--- src/rtl/conv_sched_pkg.sv ---
// Shared constants for the convolution job scheduler:
// FSM state codes, completion status codes and job record layout.
package conv_sched_pkg;

    localparam logic [2:0] IDLE   = 3'd0;
    localparam logic [2:0] LAUNCH = 3'd1;
    localparam logic [2:0] RUN    = 3'd2;
    localparam logic [2:0] CLEAR  = 3'd3;
    localparam logic [2:0] REPORT = 3'd4;

    typedef logic [1:0] status_t;

    localparam status_t ST_OK      = 2'b00;
    localparam status_t ST_TIMEOUT = 2'b01;
    localparam status_t ST_ABORT   = 2'b10;

    // Record layout, LSB first: out_base, w_base, in_base, id.
    function automatic int rec_w(input int idw, input int aw);
        return idw + 3 * aw;
    endfunction

    function automatic int off_out(input int aw);
        return 0 * aw;
    endfunction

    function automatic int off_w(input int aw);
        return 1 * aw;
    endfunction

    function automatic int off_in(input int aw);
        return 2 * aw;
    endfunction

    function automatic int off_id(input int aw);
        return 3 * aw;
    endfunction

endpackage

--- src/rtl/conv_job_fifo.sv ---
// Synchronous job FIFO with occupancy count.
// DEPTH must be a power of two; pointers wrap naturally.
module conv_job_fifo
    import conv_sched_pkg::*;
#(
    parameter int WIDTH = 8,
    parameter int DEPTH = 4
) (
    input  logic                     clk,
    input  logic                     rst,
    input  logic                     push,
    input  logic                     pop,
    input  logic [WIDTH-1:0]         din,
    output logic [WIDTH-1:0]         dout,
    output logic [$clog2(DEPTH):0]   count,
    output logic                     full,
    output logic                     empty
);

    localparam int AW = $clog2(DEPTH);
    localparam logic [AW:0] CAP = (AW+1)'(DEPTH);

    logic [WIDTH-1:0] mem [DEPTH];
    logic [AW-1:0]    wptr;
    logic [AW-1:0]    rptr;
    logic             do_push;
    logic             do_pop;

    assign full    = (count == CAP);
    assign empty   = (count == '0);
    assign do_push = push && !full;
    assign do_pop  = pop && !empty;
    assign dout    = mem[rptr];

    always_ff @(posedge clk) begin
        if (do_push) begin
            mem[wptr] <= din;
        end
    end

    always_ff @(posedge clk or negedge rst) begin
        if (!rst) begin
            wptr  <= '0;
            rptr  <= '0;
            count <= '0;
        end else begin
            if (do_push) begin
                wptr <= wptr + 1'b1;
            end
            if (do_pop) begin
                rptr <= rptr + 1'b1;
            end
            case ({do_push, do_pop})
                2'b10:   count <= count + 1'b1;
                2'b01:   count <= count - 1'b1;
                default: count <= count;
            endcase
        end
    end

endmodule

--- src/rtl/conv_job_scheduler.sv ---
// Queues conv jobs and runs them one at a time on a single conv engine.
// Define CONV_SCHED_PERF_EN to add the job_cycles/jobs_done counters.
module conv_job_scheduler
    import conv_sched_pkg::*;
#(
    parameter int DEPTH   = 4,
    parameter int ADDRW   = 32,
    parameter int IDW     = 4,
    parameter int TIMEOUT = 65535
) (
    input  logic             clk,
    input  logic             rst,
    input  logic             job_valid,
    output logic             job_ready,
    input  logic [IDW-1:0]   job_id,
    input  logic [ADDRW-1:0] job_in_base,
    input  logic [ADDRW-1:0] job_w_base,
    input  logic [ADDRW-1:0] job_out_base,
    input  logic             abort,
    output logic             eng_start,
    output logic             eng_rst,
    output logic [ADDRW-1:0] eng_in_base,
    output logic [ADDRW-1:0] eng_w_base,
    output logic [ADDRW-1:0] eng_out_base,
    input  logic             eng_finish,
    output logic             busy,
    output logic             done_valid,
    input  logic             done_ready,
    output logic [IDW-1:0]   done_id,
    output logic [1:0]       done_status
`ifdef CONV_SCHED_PERF_EN
    ,
    output logic [31:0]      job_cycles,
    output logic [15:0]      jobs_done
`endif
);

    localparam int RW = rec_w(IDW, ADDRW);
    localparam logic [31:0] TO_LAST = 32'(TIMEOUT - 1);

    logic [2:0]              state;
    logic [31:0]             timer;
    logic [IDW-1:0]          cur_id;
    logic [RW-1:0]           fifo_din;
    logic [RW-1:0]           fifo_dout;
    logic [$clog2(DEPTH):0]  fifo_count_unused;
    logic                    fifo_full;
    logic                    fifo_empty;
    logic                    pop;
    logic                    timeout_hit;
    logic                    run_exit;
    status_t                 run_status;

    assign fifo_din = {job_id, job_in_base, job_w_base, job_out_base};
    assign pop      = (state == IDLE) && !fifo_empty;

    conv_job_fifo #(
        .WIDTH (RW),
        .DEPTH (DEPTH)
    ) u_fifo (
        .clk   (clk),
        .rst   (rst),
        .push  (job_valid),
        .pop   (pop),
        .din   (fifo_din),
        .dout  (fifo_dout),
        .count (fifo_count_unused),
        .full  (fifo_full),
        .empty (fifo_empty)
    );

    assign job_ready  = !fifo_full;
    assign eng_start  = (state == LAUNCH);
    assign eng_rst    = !rst || (state == CLEAR);
    assign busy       = (state != IDLE);
    assign done_valid = (state == REPORT);

    assign timeout_hit = (TIMEOUT != 0) && (timer == TO_LAST);
    assign run_exit    = eng_finish || abort || timeout_hit;

    // Finish wins over abort, abort wins over timeout.
    always_comb begin
        run_status = ST_TIMEOUT;
        if (eng_finish) begin
            run_status = ST_OK;
        end else if (abort) begin
            run_status = ST_ABORT;
        end
    end

    always_ff @(posedge clk or negedge rst) begin
        if (!rst) begin
            state        <= IDLE;
            timer        <= '0;
            cur_id       <= '0;
            eng_in_base  <= '0;
            eng_w_base   <= '0;
            eng_out_base <= '0;
            done_id      <= '0;
            done_status  <= ST_OK;
`ifdef CONV_SCHED_PERF_EN
            job_cycles   <= '0;
            jobs_done    <= '0;
`endif
        end else begin
            case (state)
                IDLE: begin
                    if (!fifo_empty) begin
                        cur_id       <= fifo_dout[off_id(ADDRW) +: IDW];
                        eng_in_base  <= fifo_dout[off_in(ADDRW) +: ADDRW];
                        eng_w_base   <= fifo_dout[off_w(ADDRW) +: ADDRW];
                        eng_out_base <= fifo_dout[off_out(ADDRW) +: ADDRW];
                        state        <= LAUNCH;
                    end
                end
                LAUNCH: begin
                    timer <= '0;
                    state <= RUN;
                end
                RUN: begin
                    timer <= timer + 32'd1;
                    if (run_exit) begin
                        done_id     <= cur_id;
                        done_status <= run_status;
                        state       <= CLEAR;
                    end
                end
                CLEAR: begin
`ifdef CONV_SCHED_PERF_EN
                    job_cycles <= timer;
`endif
                    state <= REPORT;
                end
                REPORT: begin
                    if (done_ready) begin
`ifdef CONV_SCHED_PERF_EN
                        if (jobs_done != 16'hFFFF) begin
                            jobs_done <= jobs_done + 16'd1;
                        end
`endif
                        state <= IDLE;
                    end
                end
                default: state <= IDLE;
            endcase
        end
    end

endmodule

--- config.mk ---
export PLATFORM = sky130hd
export DESIGN_NAME = conv_job_scheduler
export DESIGN_NICKNAME = d
export VERILOG_FILES = /design/src/rtl/conv_sched_pkg.sv /design/src/rtl/conv_job_fifo.sv /design/src/rtl/conv_job_scheduler.sv
export SDC_FILE = /design/constraint.sdc
export NUM_CORES = 1
export LEC_CHECK = 0
export CAP_MARGIN = 25
export CORE_MARGIN = 4
export CORE_UTILIZATION = 59
export CTS_BUF_LIST = sky130_fd_sc_hd__clkbuf_2
export CTS_CLUSTER_DIAMETER = 100
export DETAILED_ROUTE_END_ITERATION = 12
export PLACE_DENSITY = 0.82
export SLEW_MARGIN = 20
export SYNTH_ARGS = -nofsm -noshare
export SYNTH_HDL_FRONTEND = slang
export SYNTH_SLANG_ARGS = --single-unit
--- constraint.sdc ---
create_clock -name clk -period 4.03 [get_ports clk]
set_input_delay 0.806 -clock clk [delete_from_list [all_inputs] [get_ports clk]]
set_output_delay 0.806 -clock clk [all_outputs]
set_load 0.005 [all_outputs]
==> impl_metrics.tcl, run 1 <==
set metrics [dict create \
    outcome "finished, final reports clean" \
    cts_resized 0 \
    antenna_found_initial 11 \
    syn-instance-count 1006 \
    routabilityCongestion 0.8213 \
    async_flop_share_pct 27.01 \
    rsz0062_at_grt "false" \
    slowest_stage "or3b_2" \
    fillCellCount 2186 \
    die-area_um2 38060 \
    max_slew_margin_pct 36.23 \
    hp-class "in -> async" \
    powerDensity_nw_per_um2 712.8 \
    syn-num-nets 1120 \
    final_nets 1446 \
    crit_chain "or3b_2, inv_1, clkdlybuf4s50_1" \
    drtPass1Iterations 5 \
    critical_path_class "reg -> out" \
    avgSynthCellArea_um2 20.53 \
    core_um2 34540 \
    leakagePower_nw 8.957 \
    maxSlewViolCount 0 \
    viasPerCell 5.724 \
    finalSetupViolCount 0 \
    startpoint_type "register" \
    synthTopCellsByArea "edfxtp_1 58%, dfrtp_1 18%, mux4_2 11%" \
    cts_sinks 548 \
    overflow 0 \
    placementRows 68 \
    tightestPinTransition_ns 0.9524 \
    cp_slowest_stage_delay_ns 0.78 \
    clk_latency_ns 0.97 \
    syn_to_final_growth_pct 19.40 \
    dr_total_vias 10850 \
    max_freq_mhz 271.7 \
    grt_max_degree 103 \
    drcViolationCount 0 \
    wl_per_cell_um 22.60 \
    start_util_pct 59.79 \
    numCtsBuffers 132 \
    finClkSkew_ns 0.05707 \
    grt_pass1_vias 11890 \
    irDropWorstVdd_uv 643.6 \
    pin_count 213 \
    yosysSeqAreaShare_pct 76.09 \
    critPathCaptureType "output pin" \
    synth_top_area_share_pct 58.16 \
    synth-edff-count 400 \
    regArea_um2 15720 \
    multi_input_area_um2 4732 \
    critPathRequiredTime_ns 3.22 \
    ys_warn_count 0 \
    clk_path_buf_depth 3 \
    routed_wl_mm 42.82 \
    arrival_ns 2.87 \
    fin_crit_sh_pct 91.33 \
    hold_viol 0 \
    grt.total_usage_pct 22.92 \
    post_cts_buffers 0 \
    cts_tree "done" \
    die_width_um 195.1 \
    yosysTopAreaCell "edfxtp_1" \
    final_cell_mix "400 x edfxtp_1, 211 x clkdlybuf4s50_1, 201 x clkbuf_2" \
    tns_ns 0 \
    cts-root-buf "clkbuf_2" \
    worst-path-max-fanout 29 \
    mostFrequentLayoutCell "edfxtp_1" \
    antenna_left 0 \
    synthesis.area_um2 20650 \
    portBuffers 212 \
    grt_pass1_wl_mm 67.14 \
    ys_ff_latch 548 \
    p_total_mw 17.58 \
    htreeDepth 4 \
    clk_pin_slew_ns 0.11 \
    drv_cap 0 \
    die_h_um 195.1 \
    hpwl_mm 26.90 \
    drive_gt1_share_pct 31.50 \
    ys_types 45 \
    fin_crit_ns 3.681 \
    synthFlopType "edfxtp_1" \
    first_iter_violations 702 \
]
logic make-up after synthesis:
group / synth area share [%]
AO/OA/AOI/OAI: 1.381
XOR/XNOR: 0.2545
adder cells (fa/ha/maj): 0.5210
buffers and inverters: 1.133
flip-flops: 76.09
multiplexers: 17.24
AND/OR/NAND/NOR: 3.386
worst paths after layout:
kind | start | to | slack (ns) | cells past startpoint
setup reg to reg | state[0]$_DFFE_PN0P_ | timer[17]$_DFFE_PN0N_ | 1.55 | 4
max in group asynchronous | rst | u_fifo.rptr[0]$_DFFE_PN0P_ | 2.48 | 3
setup / recovery | state[1]$_DFFE_PN0P_ | eng_start | 0.35 | 3
min in group clk | done_ready | state[2]$_DFFE_PN0P_ | 0.41 | 2
hold / removal | rst | cur_id[2]$_DFFE_PN0P_ | 0.28 | 2
hold reg to reg | timer[11]$_DFFE_PN0N_ | timer[11]$_DFFE_PN0N_ | 0.49 | 1
sequential cells by signal (all words and copies together), names as in the netlist:
signal,cells
u_fifo.mem,400
done_status,2
u_fifo.count,3
eng_w_base,32
eng_out_base,32
eng_in_base,32
done_id,4
u_fifo.rptr,2
state,3
cur_id,4
timer,32
u_fifo.wptr,2
cells in the mapped netlist, types with 7 or more instances:
master,number
nand3_1,20
mux4_2,100
mux2i_1,17
o21ai_0,15
edfxtp_1,400
inv_1,13
dfrtp_1,148
and2_1,7
ha_1,7
buf_1,13
buf_2,10
and3_1,13
nor2_1,10
nand4_1,14
nand2_1,34
mux2_2,101
clkbuf_1,21
timing repair:
action | 4_1_cts | 5_1_grt
endpoints found under the setup margin | 0 | 0
hold endpoints to repair | 34 | 0
hold buffers | 1 | 0
layout make-up:
type / instances / share of cell area, %
Antenna cell: 5 / 0.05074
Clock buffer: 201 / 4.079
Inverter: 13 / 0.1979
Sequential cell: 548 / 63.76
Multi-Input combinational cell: 400 / 19.19
Clock inverter: 36 / 0.7814
Tap cell: 455 / 2.309
Timing Repair Buffer: 237 / 9.635
critical path, delay by kind of cell (launching register included):
family / cells / cell delay, ns
buf+inv: 2 / 0.67
flops: 1 / 0.46
simple gates: 1 / 0.78
layer usage:
layer  wire [um]  GRT usage [%]  up-vias  part of all wire [%]
met5          92              0        -                  0.21
met1       16880          29.93     5567                    39
met3        3113          7.143       79                   7.3
met2       21910          37.03      376                    51
met4         821          8.404       14                   1.9
li1            -              -     4811                     -
stage by stage:
stage	utilization, %	hold WS (ns)	setup slack (ns)	cell area (um^2)	instances
floorplan	-	0.4397	0.4002	20650	1006
global placement	67.85	0.4792	1.164	23440	1652
detailed placement	67.85	0.4758	1.172	23440	1652
CTS	71.35	0.1810	0.2289	24650	1890
global route	71.38	0.2080	0.1668	24660	1894
finish	71.39	0.2763	0.3493	24660	1895
where the power goes:
group / switching, mW / internal [mW] / total (mW)
registers: 0.846 / 7.60 / 8.45
logic: 2.36 / 3.24 / 5.59
clock network: 2.08 / 1.45 / 3.54
No activity file was read; power rests on OpenSTA's default activity.
==> run 2: changes to the inputs <==
--- a/config.mk
+++ b/config.mk
@@ -11,6 +11,7 @@
 export CTS_BUF_LIST = sky130_fd_sc_hd__clkbuf_2
 export CTS_CLUSTER_DIAMETER = 100
 export DETAILED_ROUTE_END_ITERATION = 12
+export GPL_TIMING_DRIVEN = 0
 export PLACE_DENSITY = 0.82
 export SLEW_MARGIN = 20
 export SYNTH_ARGS = -nofsm -noshare
==> run 2 against run 1 <==
Against the previous run: the flow now finishes with violations (DRC); clock skew up 0.036 ns; clock power grew 7.1%; global-route usage is 0.55 points lower; sequential power fell by 3.3%; critical path depth grew 8; total power up 1.9%; fmax increased by 6.8%; hold slack gained 0.12 ns; via count rose by 0.83%; highest routed layer unchanged.
==> impl_metrics.tcl, run 2 (synthesis gave the netlist of run 1 again) <==
set metrics [dict create \
    outcome "finished with violations" \
    failed_checks "DRC" \
    clk_pin_slew_ns 0.10 \
    finClkSkew_ns 0.09271 \
    regMostFlops "u_fifo.mem" \
    numCtsBuffers 133 \
    reg2reg_from "state[0]$_DFFE_PN0P_" \
    worst-path-max-fanout 10 \
    rrSetupSlack_ns 0.58 \
    route.met3.wl_mm 3.361 \
    dp_slack_ns 0.5932 \
    hpwl_mm 26.28 \
    startpoint "state[0]$_DFFE_PN0P_" \
    cts_resized 0 \
    setup_slack_ns 0.5839 \
    reg2regPathDepth 11 \
    post_cts_buffers 0 \
    syn_to_final_growth_pct 20.83 \
    dpl_cell_area_um2 23590 \
    clk_latency_ns 1.02 \
    portBuffers 212 \
    pwr-share-comb_pct 33.2 \
    overflow 0 \
    start_util_pct 59.79 \
    final_util_pct 72.24 \
    p_total_mw 17.90 \
    die_h_um 195.1 \
    drcViolationCount 4 \
    drive_gt1_share_pct 30.66 \
    cts-root-buf "clkbuf_2" \
    die_width_um 195.1 \
    critPathCaptureType "register" \
    grt_max_degree 81 \
    grt_pass1_vias 11940 \
    rsz0062_at_grt "false" \
    hp-class "in -> async" \
    reg2reg_to "u_fifo.count[2]$_DFFE_PN0P_" \
    final_nets 1478 \
    postLayoutCellArea_um2 24960 \
    pwr-share-seq_pct 45.6 \
    endpoint "u_fifo.count[2]$_DFFE_PN0P_" \
    viasPerCell 5.658 \
    finalSetupViolCount 0 \
    routed.top_layer "met5" \
    clkPwrFrac_pct 21.2 \
    p_int_mw 12.58 \
    clk_path_buf_depth 3 \
    tightestPinTransition_ns 0.9096 \
    maxSlewViolCount 0 \
    swShare_pct 29.75 \
    drtPass1Iterations 10 \
    max_freq_mhz 290.2 \
    fin_crit_ns 3.446 \
    antenna_left 0 \
    final_cell_mix "400 x edfxtp_1, 211 x clkdlybuf4s50_1, 207 x clkbuf_2" \
    first_iter_violations 735 \
    grt.total_usage_pct 22.37 \
    pin_count 213 \
    wl_met1_mm 15.64 \
    antenna_found_initial 8 \
    fin_crit_sh_pct 85.51 \
    core_um2 34540 \
    critPathRequiredTime_ns 4.89 \
    grt_pass1_wl_mm 65.43 \
    cts_tree "done" \
    switchingPower_mw 5.326 \
    drv_cap 0 \
    worst_hold_slack_ns 0.3935 \
    startpoint_type "register" \
    hold_buffers 1 \
    cts_sinks 548 \
    irDropWorstVdd_uv 456.8 \
    routed_wl_mm 41.59 \
    htreeDepth 4 \
    powerDensity_nw_per_um2 717.4 \
    die-area_um2 38060 \
    max_slew_margin_pct 38.80 \
    leakagePower_nw 9.052 \
    mostFrequentLayoutCell "edfxtp_1" \
    placementRows 68 \
    largest_reg_flops 400 \
    dr_total_vias 10940 \
    hold_viol 0 \
    wl_per_cell_um 21.52 \
    critical_path_class "reg -> reg" \
    wl_met2_mm 21.55 \
    arrival_ns 4.30 \
    routabilityCongestion 0.8192 \
]
-- run 2: cell types whose count changed in the layout (fill, tap and decap cells not counted), moves of 2 or more --
cell        before  now
inv_2            8    1
clkbuf_2       201  207
buf_16           0    5
bufinv_16        2    5
dfrtp_1        146  148
dfrtp_4          2    0
clkbuf_1         0   21
buf_1            0   13
buf_4           19    1
inv_6            0    2
clkinv_1        24   26
buf_8            0    2
clkinvlp_4       1    3
buf_2            0   10
-- run 2: layout make-up --
type | instances | area, um^2
plain buffers | 45 | 185.2
inverters | 13 | 48.80
well taps | 455 | 569.3
fillers | 2092 | 9588
multi-input cells | 400 | 4725
clock inverters | 38 | 296.5
diodes | 4 | 10.01
repair buffers | 223 | 2370
flip-flops and latches | 548 | 15720
clock buffers | 207 | 1036
-- run 2: worst min path at each step --
stage / to
5_1_grt: u_fifo.mem[1][47]$_DFFE_PP_
2_1_floorplan: timer[31]$_DFFE_PN0N_
4_1_cts: state[2]$_DFFE_PN0P_
3_3_place_gp: timer[31]$_DFFE_PN0N_
3_5_place_dp: timer[11]$_DFFE_PN0N_
6_report: eng_out_base[2]$_DFFE_PN0P_
-- run 2: metal layers --
metal / vias to the layer above / global-route usage [%]
met1: 5561 / 27.58
li1: 4888 / -
met2: 391 / 37.17
met5: - / 0
met3: 87 / 8.247
met4: 10 / 7.577
-- run 2: power by group through the flow --
stage          sequential (mW)  clock [mW]  combinational (mW)
4_1_cts                   8.18        3.92                6.07
3_5_place_dp              8.29           0                6.04
2_1_floorplan             8.24           0                3.50
3_3_place_gp              8.40           0                5.75
5_1_grt                   8.31        4.25                6.44
6_report                  8.17        3.79                5.94
-- run 2: per-stage QoR --
stage                TNS, ns  instances
floorplan                  0       1006
global placement    -1554.29       1673
detailed placement         0       1682
CTS                        0       1928
global route               0       1932
finish                     0       1933
-- run 2: critical path, stage by stage, from the launching register on --
cell	delay, ns
dfrtp_1	0.37
clkbuf_1	0.16
or3_1	0.40
nor2b_1	0.49
buf_2	0.44
buf_2	0.39
ha_1	0.25
inv_1	0.06
fa_1	0.37
xor2_1	0.15
nor2_1	0.11
xor2_1	0.15
==> run 3: changes to the inputs <==
--- a/config.mk
+++ b/config.mk
@@ -7,12 +7,13 @@
 export LEC_CHECK = 0
 export CAP_MARGIN = 25
 export CORE_MARGIN = 4
-export CORE_UTILIZATION = 59
+export CORE_UTILIZATION = 53
 export CTS_BUF_LIST = sky130_fd_sc_hd__clkbuf_2
 export CTS_CLUSTER_DIAMETER = 100
 export DETAILED_ROUTE_END_ITERATION = 12
 export GPL_TIMING_DRIVEN = 0
-export PLACE_DENSITY = 0.82
+export PLACE_DENSITY = 0.78
+export SKIP_LAST_GASP = 1
 export SLEW_MARGIN = 20
 export SYNTH_ARGS = -nofsm -noshare
 export SYNTH_HDL_FRONTEND = slang
==> constraint.sdc (replaced) <==
create_clock -name clk -period 2.85 [get_ports clk]
set_input_delay 0.57 -clock clk [delete_from_list [all_inputs] [get_ports clk]]
set_output_delay 0.57 -clock clk [all_outputs]
set_load 0.005 [all_outputs]
==> run 3 against run 2 <==
Against the previous run: the flow now finishes without violations; critical path depth decreased by 7; die area rose by 11%; setup slack got worse by 0.43 ns; clock skew down 0.0073 ns; register-to-register slack lost 0.38 ns; core utilization is 6.6 points lower; total power increased by 42%; final area up 1.4%; via count shrank 0.19%; non-clock buffer count rose by 17; largest cell class unchanged.
==> impl_metrics.tcl, run 3 (synthesis gave the netlist of run 1 again) <==
set metrics [dict create \
    outcome "finished, final reports clean" \
    start_util_pct 53.57 \
    portBuffers 212 \
    clk_latency_ns 1.04 \
    viasPerCell 5.399 \
    worst_hold_slack_ns 0.1411 \
    critical_path_class "reg -> out" \
    die_width_um 205.4 \
    critPathRequiredTime_ns 2.28 \
    routabilityCongestion 0.7884 \
    max_slew_margin_pct 33.71 \
    cts_tree "done" \
    die-area_um2 42190 \
    antenna_left 0 \
    finalSetupViolCount 0 \
    final_nets 1501 \
    finClkSkew_ns 0.08539 \
    worst-path-max-fanout 3 \
    leakagePower_nw 9.175 \
    regMostFlops "u_fifo.mem" \
    dpl_cell_area_um2 23670 \
    clk_path_buf_depth 3 \
    cp_slowest_stage_delay_ns 0.44 \
    antenna_found_initial 9 \
    die_h_um 205.4 \
    hp-class "in -> reg" \
    startpoint_type "register" \
    slowest_stage "dfrtp_2" \
    largest_reg_flops 400 \
    routed_wl_mm 42.89 \
    wl_per_cell_um 21.21 \
    grt_pass1_wl_mm 66.78 \
    powerDensity_nw_per_um2 1007 \
    first_iter_violations 566 \
    drv_cap 0 \
    fin_crit_ns 2.697 \
    rsz0062_at_grt "true" \
    postLayoutCellArea_um2 25300 \
    hold_viol 0 \
    cts-root-buf "clkbuf_2" \
    crit_chain "buf_6, or3b_4, inv_2, buf_6" \
    final_cell_mix "400 x edfxtp_1, 206 x clkdlybuf4s50_1, 201 x clkbuf_2" \
    grt_max_degree 86 \
    tightestPinTransition_ns 0.9853 \
    grt.total_usage_pct 20.99 \
    pin_count 213 \
    core_um2 38560 \
    placementRows 72 \
    numCtsBuffers 139 \
    fin_crit_sh_pct 94.62 \
    hpwl_mm 26.05 \
    clk_pin_slew_ns 0.11 \
    grt_pass1_vias 12010 \
    critPathCaptureType "output pin" \
    overflow 0 \
    dr_total_vias 10920 \
    arrival_ns 2.13 \
    irDropWorstVdd_uv 555.9 \
    drtPass1Iterations 7 \
    cts_sinks 548 \
    drcViolationCount 0 \
    max_freq_mhz 370.8 \
    htreeDepth 4 \
    maxSlewViolCount 0 \
    drive_gt1_share_pct 31.60 \
    syn_to_final_growth_pct 22.51 \
    cp_common_cell "buf_6" \
    mostFrequentLayoutCell "edfxtp_1" \
]
==> run 3: where the power goes <==
group	switching [mW]	leakage [nW]	internal [mW]
sequential	0.773	5.46	10.7
clock	3.13	0.974	2.19
combinational	3.83	2.75	4.80
total	7.73	9.18	17.7
==> run 3: worst max-delay path: cells and delay by family, from the launching register on <==
family,cells,cell delay [ns]
flip-flops,1,0.44
buffers and inverters,3,0.29
AND/OR/NAND/NOR,1,0.39
==> run 3: path summary, 6_finish.rpt <==
check                           cells past startpoint  slack [ns]                          end             startpoint
worst min-delay path                                1        0.14  u_fifo.mem[2][61]$_DFFE_PP_         job_w_base[29]
min in group asynchronous                           6        0.51  eng_in_base[29]$_DFFE_PN0P_                    rst
max in group asynchronous                           7        1.31  eng_in_base[27]$_DFFE_PN0P_                    rst
worst max register to register                     10        0.20  u_fifo.count[2]$_DFFE_PN0P_   state[2]$_DFFE_PN0P_
worst min register to register                      1        0.49        timer[31]$_DFFE_PN0N_  timer[31]$_DFFE_PN0N_
worst max-delay path                                4        0.15                    eng_start   state[1]$_DFFE_PN0P_
==> run 3: layout make-up <==
cell class	instances	area (um^2)
multi-input combinational	400	4740
fill	2695	13260
antenna	4	10.01
sequential	548	15720
inverter	13	48.80
clock buffer	200	1001
tap	518	648.1
clock inverter	54	321.6
timing repair buffer	242	2631
buffer	43	182.7
==> run 3: routing by layer <==
metal | vias up | wire length, um | global-route usage [%]
met2 | 356 | 21760 | 34.52
met1 | 5555 | 16770 | 26.01
met5 | - | 77 | 0
li1 | 4935 | - | -
met4 | 12 | 585 | 6.148
met3 | 58 | 3707 | 8.479
==> run 3: timing repair <==
item | in CTS | in global routing
gates cloned | 0 | 0
buffers inserted | 9 | 0
pin swaps | 1 | 1
endpoints found under the setup margin | 8 | 3
hold buffers | 7 | 2
hold endpoints to repair | 144 | 6
gates resized for setup | 16 | 6
==> run 3: metrics by stage <==
step	power [mW]	setup TNS, ns	cells	util [%]	worst slack, ns
2_1_floorplan	16.53	0	1006	-	0.2825
3_3_place_gp	19.93	-1260.38	1736	60.76	-5.834
3_5_place_dp	20.30	-0.9512	1745	61.40	-0.5648
4_1_cts	25.79	-0.1852	2013	65.41	-0.08568
5_1_grt	27.03	-0.02625	2020	65.61	-0.02625
6_report	25.47	0	2022	65.62	0.1533
